===== config.mk =====
export PLATFORM = sky130hd
export DESIGN_NAME = hdr_exposure_sched
export DESIGN_NICKNAME = d
export VERILOG_FILES = /design/src/rtl/hdr_exposure_sched.sv
export SDC_FILE = /design/constraint.sdc
export NUM_CORES = 1
export LEC_CHECK = 0
export CORE_MARGIN = 8
export CORE_UTILIZATION = 42
export DETAILED_ROUTE_END_ITERATION = 10
export PLACE_DENSITY = 0.75
export SYNTH_ARGS = -nofsm -noshare
export SYNTH_HDL_FRONTEND = slang
export SYNTH_SLANG_ARGS = --single-unit
export TNS_END_PERCENT = 10

===== constraint.sdc =====
create_clock -name clk_25M -period 2.3 [get_ports clk_25M]
set_clock_uncertainty 0.2 [all_clocks]
set_input_delay 0.46 -clock clk_25M [delete_from_list [all_inputs] [get_ports clk_25M]]
set_output_delay 0.46 -clock clk_25M [all_outputs]
set_load 0.02 [all_outputs]

===== src/rtl/hdr_exposure_sched.sv =====
// hdr_exposure_sched: per-frame round-robin AEC burst writer with manual-write arbitration and frame exposure tagging.
module hdr_exposure_sched #(
  parameter int          NUM_EXP      = 3,
  parameter int          FRAME_LAT    = 2,
  parameter logic [7:0]  COM1_BASE    = 8'h00,
  parameter int          BUSY_TIMEOUT = 15
) (
  input  logic        clk_25M,
  input  logic        rst,
  input  logic        enable,
  input  logic        vsync,
  input  logic [15:0] exp0,
  input  logic [15:0] exp1,
  input  logic [15:0] exp2,
  input  logic        man_req,
  input  logic [7:0]  man_addr,
  input  logic [7:0]  man_data,
  output logic        man_ack,
  output logic        cfg_start,
  output logic [7:0]  cfg_addr,
  output logic [7:0]  cfg_data,
  input  logic        cfg_done,
  output logic [1:0]  frame_exp_idx,
  output logic        frame_idx_valid,
  output logic        busy,
  output logic        overrun,
  output logic        timeout_err
);
  localparam int TW = $clog2(BUSY_TIMEOUT + 1);
  typedef enum logic [2:0] {IDLE, ISSUE, WAIT_BUSY, WAIT_DONE, NEXT} state_t;
  state_t        state, next;
  logic          vs_q, edge_r, edge_raw, go_burst, go_man, tmo, manual;
  logic [1:0]    cur_idx, last_idx, wcnt, vcnt;
  logic [15:0]   exp_l, exp_sel;
  logic [TW-1:0] tcnt;
  logic [1:0]    pipe [FRAME_LAT];
  assign edge_raw = vsync & ~vs_q;
  assign go_burst = edge_r & enable;
  // a manual request never wins against a VSYNC edge seen in the same or the previous cycle
  assign go_man   = man_req & ~man_ack & ~(enable & (edge_raw | edge_r));
  assign exp_sel  = cur_idx == 2'd0 ? exp0 : cur_idx == 2'd1 ? exp1 : exp2;
  assign frame_exp_idx   = pipe[FRAME_LAT-1];
  assign frame_idx_valid = enable && vcnt == 2'(FRAME_LAT);
  always_comb begin
    next      = state;
    tmo       = 1'b0;
    cfg_start = state == ISSUE;
    busy      = state != IDLE;
    case (state)
      IDLE:      next = (go_burst | go_man) ? ISSUE : IDLE;
      ISSUE:     next = WAIT_BUSY;
      WAIT_BUSY: begin
        tmo  = cfg_done && tcnt == TW'(BUSY_TIMEOUT - 1);
        next = !cfg_done ? WAIT_DONE : tmo ? NEXT : WAIT_BUSY;
      end
      WAIT_DONE: next = cfg_done ? NEXT : WAIT_DONE;
      NEXT:      next = (manual || wcnt == 2'd2) ? IDLE : ISSUE;
      default:   next = IDLE;
    endcase
  end
  always_ff @(posedge clk_25M or posedge rst) begin
    if (rst) begin
      state       <= IDLE;
      vs_q        <= 1'b0;
      edge_r      <= 1'b0;
      cur_idx     <= 2'd0;
      last_idx    <= 2'd0;
      wcnt        <= 2'd0;
      vcnt        <= 2'd0;
      manual      <= 1'b0;
      exp_l       <= 16'd0;
      tcnt        <= '0;
      cfg_addr    <= 8'd0;
      cfg_data    <= 8'd0;
      man_ack     <= 1'b0;
      overrun     <= 1'b0;
      timeout_err <= 1'b0;
      for (int i = 0; i < FRAME_LAT; i++) pipe[i] <= 2'd0;
    end else begin
      state   <= next;
      vs_q    <= vsync;
      edge_r  <= edge_raw;
      man_ack <= state == NEXT && manual;
      tcnt    <= state == WAIT_BUSY ? tcnt + TW'(1) : '0;
      if (edge_r && state != IDLE) overrun <= 1'b1;
      if (tmo) timeout_err <= 1'b1;
      if (state == IDLE && go_burst) begin
        exp_l    <= exp_sel;
        wcnt     <= 2'd0;
        manual   <= 1'b0;
        cfg_addr <= 8'h07;
        cfg_data <= {2'b00, exp_sel[15:10]};
      end else if (state == IDLE && go_man) begin
        manual   <= 1'b1;
        cfg_addr <= man_addr;
        cfg_data <= man_data;
      end
      if (state == NEXT && !manual && wcnt == 2'd2) begin
        cur_idx  <= cur_idx == 2'(NUM_EXP - 1) ? 2'd0 : cur_idx + 2'd1;
        last_idx <= cur_idx;
      end else if (state == NEXT && !manual) begin
        wcnt     <= wcnt + 2'd1;
        cfg_addr <= wcnt == 2'd0 ? 8'h10 : 8'h04;
        cfg_data <= wcnt == 2'd0 ? exp_l[9:2] : {COM1_BASE[7:2], exp_l[1:0]};
      end
      if (!enable) begin
        vcnt <= 2'd0;
        for (int i = 0; i < FRAME_LAT; i++) pipe[i] <= 2'd0;
      end else if (edge_r) begin
        vcnt    <= vcnt == 2'(FRAME_LAT) ? vcnt : vcnt + 2'd1;
        pipe[0] <= last_idx;
        for (int i = 1; i < FRAME_LAT; i++) pipe[i] <= pipe[i-1];
      end
    end
  end
endmodule

==> results of run 1 <==
## layout make-up
class	instances	area (sq um)
repair buffers	107	1050
well taps	77	96.3
fillers	536	2510
flip-flops and latches	51	1280
multi-input cells	186	1230
clock buffers	6	72.6
clock inverters	2	12.5
inverters	7	26.3
## stage by stage
step           hold WS, ns  setup TNS (ns)  cell area (sq um)  setup slack, ns  instances
5_1_grt              0.258               0               3770            0.113        436
2_1_floorplan        0.197               0               2690            0.410        264
3_3_place_gp         0.214        -0.00613               3680         -0.00613        428
6_report             0.234               0               3770            0.222        436
4_1_cts              0.235               0               3760          0.00292        436
3_5_place_dp         0.223        -0.00640               3680         -0.00640        428
## cell families after synthesis
family,Yosys count,synth area share
AO/OA/AOI/OAI,69,0.156
adder cells (fa/ha/maj),5,0.0233
multiplexers,30,0.118
flip-flops,51,0.475
AND/OR/NAND/NOR,79,0.153
buffers and inverters,27,0.0657
XOR/XNOR,3,0.00978
## path summary, 6_finish.rpt
path | startpoint | end | cells past startpoint
max | state[0] | cfg_data[6] | 4
min | vs_q | edge_r | 1
max reg2reg | state[0] | cfg_data[6] | 4
min reg2reg | vs_q | edge_r | 1
max in group asynchronous | rst | state[0] | 3
min in group asynchronous | rst | cfg_addr[7] | 2
## power groups by stage
stage	registers, mW	logic (mW)	clock network (mW)
floorplan	1.52	0.929	0
global placement	1.45	1.63	0
detailed placement	1.46	1.66	0
CTS	1.44	1.66	0.513
global route	1.48	1.80	0.542
finish	1.44	1.64	0.503
## sequential cells by signal, summed over array words and instances (netlist names), 3 cells and up
name / count
cfg_data: 8
state: 3
cfg_addr: 8
tcnt: 4
exp_l: 10
## critical path: cells and delay by family, from the launching register on
kind	cells	cell delay, ns
flip-flops	1	0.49
AND/OR/NAND/NOR	1	0.42
AO/OA/AOI/OAI	3	0.85
## placed cells by master (no fill, tap or decap), drive strengths merged
| master | Yosys | layout |
|---|---|---|
| a21o | 2 | 2 |
| a21oi | 19 | 19 |
| a221o | 4 | 4 |
| a221oi | 4 | 4 |
| a31oi | 8 | 8 |
| a32o | 1 | 1 |
| and2 | 3 | 3 |
| and3 | 3 | 3 |
| buf | 12 | 14 |
| clkbuf | 7 | 6 |
| clkdlybuf4s50 | 0 | 90 |
| clkinv | 0 | 1 |
| clkinvlp | 0 | 1 |
| dfrtp | 51 | 51 |
| dlygate4sd2 | 0 | 2 |
| dlymetal6s2s | 0 | 1 |
| ha | 5 | 5 |
| inv | 7 | 7 |
| mux2 | 13 | 13 |
| mux2i | 17 | 17 |
| nand2 | 24 | 24 |
| nand2b | 1 | 1 |
| nand3 | 9 | 9 |
| nand3b | 2 | 2 |
| nand4 | 1 | 1 |
| nor2 | 22 | 22 |
| nor2b | 6 | 6 |
| nor3 | 3 | 3 |
| nor3b | 2 | 2 |
| nor4b | 1 | 1 |
| o211a | 1 | 1 |
| o21a | 2 | 2 |
| o21ai | 25 | 25 |
| o21bai | 1 | 1 |
| o22ai | 2 | 2 |
| or2 | 1 | 1 |
| or3 | 1 | 1 |
| xnor2 | 2 | 2 |
| xor2 | 1 | 1 |
## per-layer routing
layer	up-vias	wire [um]	GRT usage
li1	1118	-	-
met1	1048	2780	0.171
met2	72	3360	0.253
met3	10	508	0.0445
met4	0	115	0.0499
met5	-	0	0
## timing repair
item,4_1_cts,5_1_grt
buffers inserted,0,0
endpoints found under the setup margin,3,1
resized for setup,3,2
cloned,0,0
==> key figures, run 1 <==
Detailed routing
  • # DRC: 0
  • Avg Vias per Cell: approximately 5.2
  • WL/cell: between 15 and 20 um
  • DR vias: ~2200
  • Final ANT Viol Nets: 0
  • DRT Pass-1 Iters: 6
  • Initial DRC count: 83
  • WL final: 6760 um

Job
  • MaxCap Viol Count: 0

Setup path
  • Data required, critical path: 2.29 ns
  • Slowest CP cell: dfrtp_2
  • Critical Path Fanout Max: 14
  • Worst path cell trace: nor4b_4 > a32o_2 > a21oi_1 > a221o_1
  • CP Capture Type: flip-flop
  • Critical path class: flip-flop to flip-flop
  • R2r setup slk: 0.22 ns
  • Crit path arrival time: around 2.1 ns
  • Crit path launch type: flip-flop
  • Slowest stage delay, CP: 0.49 ns

Global route
  • Largest net degree at the start of global routing: 36
  • Global-route wire length before repair: roughly 11000 um
  • GRT Total Usage: 0.147
  • Vias in the first global route: roughly 2300
  • Initial antenna violation count: 0
  • Total gr overflow: 0

Finish
  • Syn-to-layout area delta: 40.3%
  • Fin nets: 433
  • N_diodes: 0
  • Share of post-route cells with drive strength above 1: 0.125
  • Final core occ: 0.600

Timing
  • Slew HR: 0.679
  • Crit path time final: ~2.1 ns
  • Hold Fails Final Rpt: 0
  • Max Slew Vio Count: 0
  • Max Freq: just under 500 MHz
  • Measured slew at the worst slew-check pin: 0.482 ns
  • RSZ-0062 raised after global routing: false
  • Final Setup Violations: 0
  • Crit share post-route: 0.903

Yosys
  • Gate Count Post-Synth: approximately 260
  • Post-synthesis sequential area ratio: 0.475
  • Top-area cell type share of the netlist area: 0.475
  • Top post-synthesis cells by area: dfrtp_1 48%, mux2i_1 6.3%, mux2_2 5.4%, o21ai_0 4.7%, a21oi_1 3.5%
  • EDFF count, synth: 0
  • Syn Std Cell Area: ~2700 sq um
  • Synthesized area per cell: between 10 and 15 sq um
  • Synthesized Nets: between 300 and 400
  • FFs w/ async S/R, synth: 1.00
  • Ys flop type: dfrtp_1
  • #FFs+latches synth: 51
  • Top post-synthesis cells by count: 51 x dfrtp_1, 25 x o21ai_0, 24 x nand2_1
  • Cell type with the highest aggregate area in the netlist: dfrtp_1
  • Synth warn: 0
  • Count leader, synth: dfrtp_1
  • Synth cell types: between 40 and 50

Floorplanning
  • Die Ht: 96.0 um
  • Die area: about 9200 sq um
  • Initial Util: 0.428
  • I/O pins: 94
  • Core box area: about 6300 sq um
  • Num rows: 29
  • Die width: between 90 and 100 um

Power
  • Int Pwr: ~2.3 mW
  • Static leakage: 1.61 nW
  • Reg power frac: 0.402
  • Worst IR Drop VDD: roughly 0.55 mV
  • PD cells: 950 nW/um^2
  • Pwr Total: ~3.6 mW
  • Clock power share: 0.140
  • Comb pwr share: 0.458
  • Sw power: between 1 and 1.5 mW
  • Sw frac: 0.369

Placed design
  • RePlAce Congestion: around 0.76
  • Port Buffer Count: between 90 and 100
  • Detailed Place HPWL: approximately 5400 um

CTS
  • CTS root buffer: clkbuf_8
  • CTS tree: yes
  • CTS buffer count: 5
  • Htree depth: 2
  • Clock Latency Late Sink: 0.31 ns
  • CTS sink count: 51
  • CTS clock-pin slew for the worst setup and hold paths: approximately 0.090 ns
  • CTS Buffer Depth: 2
  • Cts hold-fix bufs: 0

Outcome
  • Status: finished, final reports clean

Min path
  • Hold WC Path Type: flip-flop to flip-flop
(Power assumes the default switching activity.)
==> inputs of run 2 (changes only) <==
HOLD_SLACK_MARGIN = 0.06   (was default)
TNS_END_PERCENT = 20   (was 10)
==> results of run 2 <==
The final DEF is identical to that of run 1; final timing and power are the same.
==> inputs of run 3 (changes only) <==
DONT_BUFFER_PORTS = 1   (was default)
PLACE_DENSITY = default   (was 0.75)
==> run 3 against run 2 <==
Core utilization shrank 14 points; setup slack lost 0.066 ns; sequential power increased by 11%; critical path depth grew 1; via count is 15% lower; fmax shrank 3.1%; clock power grew 28%; critical endpoint unchanged; largest cell class unchanged.
==> key figures, run 3 (synthesized netlist as in run 1, its figures left out) <==
Placed design
  • Port Buffer Count: 0
  • Setup WS pre-CTS: between 0.1 and 0.15 ns
  • RePlAce Congestion: ~0.74
  • Detailed Place HPWL: between 5000 and 6000 um
  • Placed cells: 334

Global route
  • Initial antenna violation count: 0
  • GRT Total Usage: 0.141
  • Largest net degree at the start of global routing: 30
  • Vias in the first global route: ~2000
  • Total gr overflow: 0
  • Global-route wire length before repair: 9960 um

Setup path
  • Data required, critical path: between 2 and 2.5 ns
  • CP Capture Type: flip-flop
  • Critical path class: flip-flop to flip-flop
  • Slowest stage delay, CP: ~0.47 ns
  • Slowest CP cell: dfrtp_1
  • Worst path cell trace: nor3_4 > inv_2 > nor3b_4 > a21oi_1 > a221o_1
  • Crit-path leading delay family: simple AND/OR/NAND/NOR gates
  • Crit path arrival time: 2.14 ns
  • Crit path launch type: flip-flop
  • Critical Path Fanout Max: 9
  • WP buf/inv: 1

Timing
  • Crit path time final: 2.14 ns
  • Setup slack after layout: about 0.16 ns
  • Max Slew Vio Count: 0
  • Slew HR: 0.648
  • Final Setup Violations: 0
  • Final hold slack: ~0.08 ns
  • RSZ-0062 raised after global routing: false
  • Setup TNS: 0 ns
  • Max Freq: roughly 470 MHz
  • Hold Fails Final Rpt: 0
  • Measured slew at the worst slew-check pin: roughly 0.53 ns
  • Crit share post-route: 0.932

Detailed routing
  • DR vias: about 1900
  • # DRC: 0
  • Initial DRC count: approximately 110
  • Avg Vias per Cell: around 5.5
  • WL/cell: 18.6 um
  • DRT Pass-1 Iters: 4
  • WL final: 6400 um
  • Final ANT Viol Nets: 0

Finish
  • Most frequent cells in the layout: 51 x dfrtp_1, 25 x o21ai_0, 24 x nand2_1
  • Fin nets: 341
  • Biggest regs: exp_l (10), cfg_addr (8), cfg_data (8)
  • Cell Count, Final, Fillers Out: roughly 340
  • Most common cell after layout, fill and taps aside: dfrtp_1
  • N_diodes: 0
  • Share of post-route cells with drive strength above 1: 0.161
  • FILL cells: a little over 600
  • Largest register FFs: 10
  • Syn-to-layout area delta: 7.22%
  • Largest Register: exp_l

CTS
  • CTS Buffer Depth: 2
  • CTS sink count: 51
  • Post-CTS sizing: 0
  • Htree depth: 2
  • CTS root buffer: clkbuf_8
  • Clock Latency Late Sink: ~0.31 ns
  • CTS clock-pin slew for the worst setup and hold paths: approximately 0.090 ns
  • Post-CTS Setup Inserts: 0
  • CTS buffer count: 5
  • CTS tree: yes

Min path
  • Hold WC Path Type: input pin to flip-flop

Floorplanning
  • Die Ht: between 90 and 100 um
  • Die area: about 9200 sq um
  • Die width: about 96 um
  • Core box area: ~6300 sq um
  • I/O pins: 94
  • Initial Util: 0.428
  • Num rows: 29

Power
  • Pwr Total: around 3.3 mW
  • PD cells: ~1200 nW/um^2
  • Worst IR Drop VDD: 0.490 mV
  • Static leakage: approximately 1.3 nW

Outcome
  • Status: finished, final reports clean

Job
  • MaxCap Viol Count: 0
## run 3: changes by cell type in the layout (fill, tap and decap cells not counted), moves of 2 or more
cell | before | now
dfrtp_2 | 2 | 0
dlygate4sd2_1 | 2 | 0
clkdlybuf4s50_1 | 90 | 0
dfrtp_1 | 49 | 51
dlygate4sd3_1 | 0 | 2
## run 3: repair_timing
| item | CTS | global route |
|---|---|---|
| hold buffers | 2 | 0 |
| setup endpoints to repair | 0 | 0 |
| endpoints found under the hold margin | 23 | 0 |
## run 3: layout make-up
type	instances	area (sq um)	share of cell area
Sequential cell	51	1280	0.443
Multi-Input combinational cell	186	1230	0.428
Timing Repair Buffer	15	130	0.0452
Tap cell	77	96.3	0.0334
Clock buffer	6	82.6	0.0287
Clock inverter	2	35.0	0.0122
Inverter	7	26.3	0.00912
## run 3: path summary, 6_finish.rpt
kind,from,slack [ns],cells past startpoint,end
max,state[2],0.16,5,cfg_data[6]
min reg2reg,vs_q,0.23,1,edge_r
min,man_addr[5],0.08,2,cfg_addr[5]
max reg2reg,state[2],0.16,5,cfg_data[6]
max in group asynchronous,rst,0.93,3,cfg_data[5]
min in group asynchronous,rst,0.44,2,vcnt[0]
## run 3: per-layer routing
metal,track usage,up-vias,wire (um)
met3,0.0437,9,502
met1,0.165,901,2600
li1,-,937,-
met2,0.234,59,3190
met5,0,-,0
met4,0.0615,0,109
## run 3: worst register-to-register path, delay by kind of cell, from the launching register on
family | cells | cell delay (ns)
AOI/OAI and AO/OA | 2 | 0.53
buffers and inverters | 1 | 0.14
DFF | 1 | 0.47
and+or+nand+nor | 2 | 0.70
## run 3: per-stage QoR
| step | cell area [sq um] | utilization |
|---|---|---|
| final | 2880 | 0.459 |
| after global routing | 2880 | 0.459 |
| after CTS | 2880 | 0.459 |
| after detailed placement | 2740 | 0.437 |
| after global placement | 2740 | 0.437 |
| after floorplan | 2690 | - |
## run 3: where the power goes
| group | total (mW) | switching, mW | internal (mW) |
|---|---|---|---|
| clock network | 0.643 | 0.291 | 0.352 |
| registers | 1.60 | 0.415 | 1.19 |
| logic | 1.07 | 0.559 | 0.514 |
==> variant 1: new RTL, settings of run 2 <==
`BUSY_TIMEOUT`: 15 -> 17.
--- a/src/rtl/hdr_exposure_sched.sv
+++ b/src/rtl/hdr_exposure_sched.sv
@@ -4,5 +4,5 @@
   parameter int          FRAME_LAT    = 2,
   parameter logic [7:0]  COM1_BASE    = 8'h00,
-  parameter int          BUSY_TIMEOUT = 15
+  parameter int          BUSY_TIMEOUT = 17
 ) (
   input  logic        clk_25M,
Behaviour: no difference found for any inputs over 10 cycles, from zero or initial values and one cycle with rst high; that may be too few to reach the edited logic, so the function may still have changed.
==> variant 1 against run 2 <==
  * Final area increased by 0.63%
  * Synthesized area about the same
  * Count of clock-buffer cells in the layout increased by 1
  * Clock power increased by 4.2%
  * Sequential cell count increased by 1
  * Via count increased by 1.8%
  * Global-route usage increased by 0.46 points
  * Total power decreased by 0.71%
  * Setup slack got worse by 43 ps
  * Routed wire length increased by 1.6%
  * First-iteration DRC count decreased by 8.4%
==> variant 1: results (changes against run 2) <==
| Metric | Value |
|---|---|
| Post-synth cell types | 40 (was 45) |
| Syn nets | 344 (was 339) |
| Post-synthesis sequential area ratio | 0.484 (was 0.475) |
| Routability cong. | 0.819 (was 0.761) |
| Post-synthesis compound-gate area fraction | 0.159 (was 0.156) |
| Starting DRT DRC Count | 76 (was 83) |
| Vias in the first global route | 2342 (was 2258) |
| Synth Area in XOR/XNOR | 0.0130 (was 0.00978) |
| CTS Buffer Depth | 2 (unchanged) |
| Status | completed (unchanged) |
| Leak | 1.61 nW (about the same) |
| Fillers | 561 (was 536) |
| Main area contributors after synthesis | dfrtp_1 48%, mux2i_1 7.1%, mux2_2 4.6%, o21ai_0 4.5%, a21oi_1 3.9% (was dfrtp_1 48%, mux2i_1 6.3%, mux2_2 5.4%, o21ai_0 4.7%, a21oi_1 3.5%) |
| Top cells by count, synth | 52 x dfrtp_1, 24 x o21ai_0, 23 x nor2_1 (was 51 x dfrtp_1, 25 x o21ai_0, 24 x nand2_1) |
| Top delay family on crit path | flip-flops (was compound AO/OA/AOI/OAI gates) |
| Overall Global Routing Usage | 0.152 (was 0.147) |
| First-pass GRT wire length | 11.0 mm (was 10.6 mm) |
| Vias post-DR | 2289 (was 2248) |
| DP Wirelength | 5.34 mm (was 5.38 mm) |
| Worst EP arrival | 1460 ps (was 2070 ps) |
| R2r endpoint | cfg_data[0]$_DFF_PP0_ (was cfg_data[6]$_DFF_PP0_) |
| Nets | 433 (unchanged) |
| Layout cells sized above 1 | 0.0975 (was 0.125) |
| End of the critical path | busy (was cfg_data[6]$_DFF_PP0_) |
| Routed len/inst | 15.8 um (was 15.5 um) |
| Cts repair resizes | 4 (was 3) |
| Crit path max fanout | 9 (was 14) |
| TritonRoute pass-1 iters | 4 (was 6) |
| Post-synthesis mux area share | 0.117 (was 0.118) |
## variant 1: power by group through the flow
stage               sequential [W]  clock, W  combinational (W)
floorplan                  0.00154         0           0.000900
global placement           0.00146         0            0.00158
detailed placement         0.00147         0            0.00162
CTS                        0.00146  0.000547            0.00160
global route               0.00150  0.000573            0.00174
finish                     0.00145  0.000524            0.00158
## variant 1: layer usage
layer,vias up,wire length (um),track usage
met3,10,581,0.0468
li1,1127,-,-
met5,-,0,0
met1,1074,2840,0.188
met4,0,150,0.0589
met2,78,3300,0.242
## variant 1: cells by family after synthesis
logic type,after synthesis
buf+inv,29
compound gates,71
fa+ha+maj,5
mux,30
xor+xnor,4
flops,52
simple gates,78
## variant 1: per-stage QoR
| stage | cells | cell area (um2) | setup WS [ps] | hold WS (ps) | util |
|---|---|---|---|---|---|
| after global placement | 428 | 3700 | -6.52 | 219 | 0.590 |
| after global routing | 436 | 3790 | 85.1 | 270 | 0.604 |
| after detailed placement | 428 | 3700 | -33.7 | 233 | 0.590 |
| final | 436 | 3790 | 179 | 254 | 0.604 |
| after floorplan | 269 | 2690 | 382 | 197 | - |
| after CTS | 436 | 3790 | 157 | 247 | 0.604 |
## variant 1: final cells by class
cell class	instances	area share
timing repair buffer	102	0.269
clock buffer	7	0.0228
multi-input combinational	188	0.329
sequential	52	0.343
clock inverter	1	0.00198
inverter	9	0.00891
tap	77	0.0254
==> variant 2: new RTL, config.mk and constraints of run 2 <==
Without the edit above. Register the input `cfg_done` before use. The logic sees it one clock later. The other inputs are not delayed to match.
--- a/src/rtl/hdr_exposure_sched.sv
+++ b/src/rtl/hdr_exposure_sched.sv
@@ -29,4 +29,11 @@
   localparam int TW = $clog2(BUSY_TIMEOUT + 1);
   typedef enum logic [2:0] {IDLE, ISSUE, WAIT_BUSY, WAIT_DONE, NEXT} state_t;
+
+  logic cfg_done_q;
+
+  always_ff @(posedge clk_25M) begin
+    cfg_done_q <= cfg_done;
+  end
+
   state_t        state, next;
   logic          vs_q, edge_r, edge_raw, go_burst, go_man, tmo, manual;
@@ -51,8 +58,8 @@
       ISSUE:     next = WAIT_BUSY;
       WAIT_BUSY: begin
-        tmo  = cfg_done && tcnt == TW'(BUSY_TIMEOUT - 1);
-        next = !cfg_done ? WAIT_DONE : tmo ? NEXT : WAIT_BUSY;
+        tmo  = cfg_done_q && tcnt == TW'(BUSY_TIMEOUT - 1);
+        next = !cfg_done_q ? WAIT_DONE : tmo ? NEXT : WAIT_BUSY;
       end
-      WAIT_DONE: next = cfg_done ? NEXT : WAIT_DONE;
+      WAIT_DONE: next = cfg_done_q ? NEXT : WAIT_DONE;
       NEXT:      next = (manual || wcnt == 2'd2) ? IDLE : ISSUE;
       default:   next = IDLE;
Behaviour: not the same (Yosys sat finds a counterexample within 10 cycles, from zero or initial values and one cycle with rst high).
==> variant 2 against run 2 <==
  * Synthesized area is 0.75% higher
  * First-iteration DRC count is 76% higher
  * Sequential cell count is 1 higher
  * Die area is 0.62% higher
  * Final area is 3.0% higher
  * Core utilization is 1.8 points higher
  * Routed wire length is 0.41% higher
  * Setup slack worse by 5.8 ps
  * Global-route usage is 0.46 points higher
  * Total power is 3.5% higher
==> variant 2: results (changes against run 2) <==
| Metric | Value |
|---|---|
| Crit path max fanout | 8 (was 14) |
| First-pass GRT wire length | 11.1 mm (was 10.6 mm) |
| P_clk | 0.000628 W (was 0.000503 W) |
| TritonCTS Buffers | 5 (unchanged) |
| Largest net degree at the start of global routing | 35 (was 36) |
| Post-Route WL | 6.79 mm (was 6.76 mm) |
| Hold Slack | 251 ps (was 234 ps) |
| Top delay family on crit path | simple AND/OR/NAND/NOR gates (was compound AO/OA/AOI/OAI gates) |
| Nets | 442 (was 433) |
| Vias in the first global route | 2406 (was 2258) |
| Max-slew violations | 0 (unchanged) |
| Asr flop ratio synth | 0.981 (was 1.00) |
| CTS Buffer Depth | 2 (unchanged) |
| VDD IR max | 0.562 mV (was 0.549 mV) |
| Starting DRT DRC Count | 146 (was 83) |
| Mean Syn Cell Area | 10.0 um2 (was 10.2 um2) |
| Overall Global Routing Usage | 0.152 (was 0.147) |
| Clock power frac | 0.169 (was 0.140) |
| Clock Latency Late Sink | 310 ps (about the same) |
| DP Wirelength | 5.41 mm (was 5.38 mm) |
| CP max stage delay | 600 ps (was 490 ps) |
| Vias per cell | 5.21 (was 5.16) |
| Routed len/inst | 15.3 um (was 15.5 um) |
| Reg2reg start | state[1]$_DFF_PP0_ (was state[0]$_DFF_PP0_) |
| R2r endpoint | cfg_data[3]$_DFF_PP0_ (was cfg_data[6]$_DFF_PP0_) |
| Initial antenna violation count | 0 (unchanged) |
| Ys flop type | dfrtp_1 (unchanged) |
| Dpl ws | -37.5 ps (was -6.40 ps) |
| Leak | 1.63 nW (was 1.61 nW) |
| Post-DP Area | 3760 um2 (was 3680 um2) |
| TritonRoute pass-1 iters | 4 (was 6) |
| Hold Crit Class | input port to asynchronous set/reset pin (was flip-flop to flip-flop) |
| Startpoint types | flip-flop (unchanged) |
| Status | completed (unchanged) |
| Main area contributors after synthesis | dfrtp_1 47%, mux2i_1 8.1%, o21ai_0 5.0%, a21oi_1 4.3%, nand2_1 3.6% (was dfrtp_1 48%, mux2i_1 6.3%, mux2_2 5.4%, o21ai_0 4.7%, a21oi_1 3.5%) |
| Routability cong. | 0.786 (was 0.761) |
| Post-synthesis sequential area ratio | 0.479 (was 0.475) |
| Root Buffer | clkbuf_8 (unchanged) |
| Post-synth cell types | 47 (was 45) |
| Top cells by count, synth | 51 x dfrtp_1, 27 x o21ai_0, 26 x nand2_1 (was 51 x dfrtp_1, 25 x o21ai_0, 24 x nand2_1) |
| Syn nets | 345 (was 339) |
| Switch Pwr | 0.00134 W (was 0.00132 W) |
| Diodes inserted | 0 (unchanged) |
| Worst EP arrival | 2110 ps (was 2070 ps) |
| PortBufs | 93 (unchanged) |
| Post-CTS Setup Inserts | 0 (unchanged) |
| Clock-pin slew on the worst setup and hold paths | 100 ps |
| H-Tree Depth | 2 (unchanged) |
| Layout cells sized above 1 | 0.114 (was 0.125) |
| Combinational share of power | 0.442 (was 0.458) |
| Slew @ Worst Pin | 491 ps (was 482 ps) |
| Slowest cell on the critical path | or4b_4 (was dfrtp_2) |
-- variant 2: changes by cell type in the layout (fill, tap and decap cells not counted), sizes merged, moves of 2 or more --
cell / change
a21oi: +5
a221oi: -4
a22o: +6
and2: +2
and2b: +2
and3: -3
mux2: -6
mux2i: +5
nand2: +2
nand3: +4
nor2: -3
o21ai: +3
-- variant 2: repair_timing --
| item | in CTS | in global routing |
|---|---|---|
| hold buffers | 0 | 0 |
| endpoints found under the setup margin | 3 | 0 |
| resized for setup | 5 | 0 |
-- variant 2: kinds of logic (layout without fill, tap and decap cells) --
family	count (synthesis)	in the layout	share of synthesized area
AND/OR/NAND/NOR	81	81	0.152
AO/OA/AOI/OAI	77	77	0.181
buffers and inverters	23	121	0.0453
flip-flops	52	52	0.479
adder cells (fa/ha/maj)	5	5	0.0231
multiplexers	29	29	0.110
XOR/XNOR	3	3	0.00971
-- variant 2: routing by layer --
layer,share of wire,vias to the layer above,global-route usage
met5,0,-,0
met4,0.018,0,0.0615
met3,0.067,11,0.0390
met2,0.47,77,0.237
met1,0.44,1078,0.196
li1,-,1153,-
-- variant 2: cell type report --
cell class | instances | area (um2)
timing repair buffer | 107 | 1060
multi-input combinational | 195 | 1290
tap | 77 | 96.3
inverter | 6 | 22.5
sequential | 52 | 1300
fill | 538 | 2400
clock inverter | 3 | 46.3
clock buffer | 5 | 68.8
-- variant 2: worst max-delay path by stage --
stage	depth (start not counted)	end	slack (ps)
2_1_floorplan	5	cfg_addr[4]$_DFF_PP0_	350
3_3_place_gp	3	frame_idx_valid	-40
3_5_place_dp	3	frame_idx_valid	-40
4_1_cts	3	busy	220
5_1_grt	4	cfg_data[5]$_DFF_PP0_	130
6_report	4	cfg_data[3]$_DFF_PP0_	220
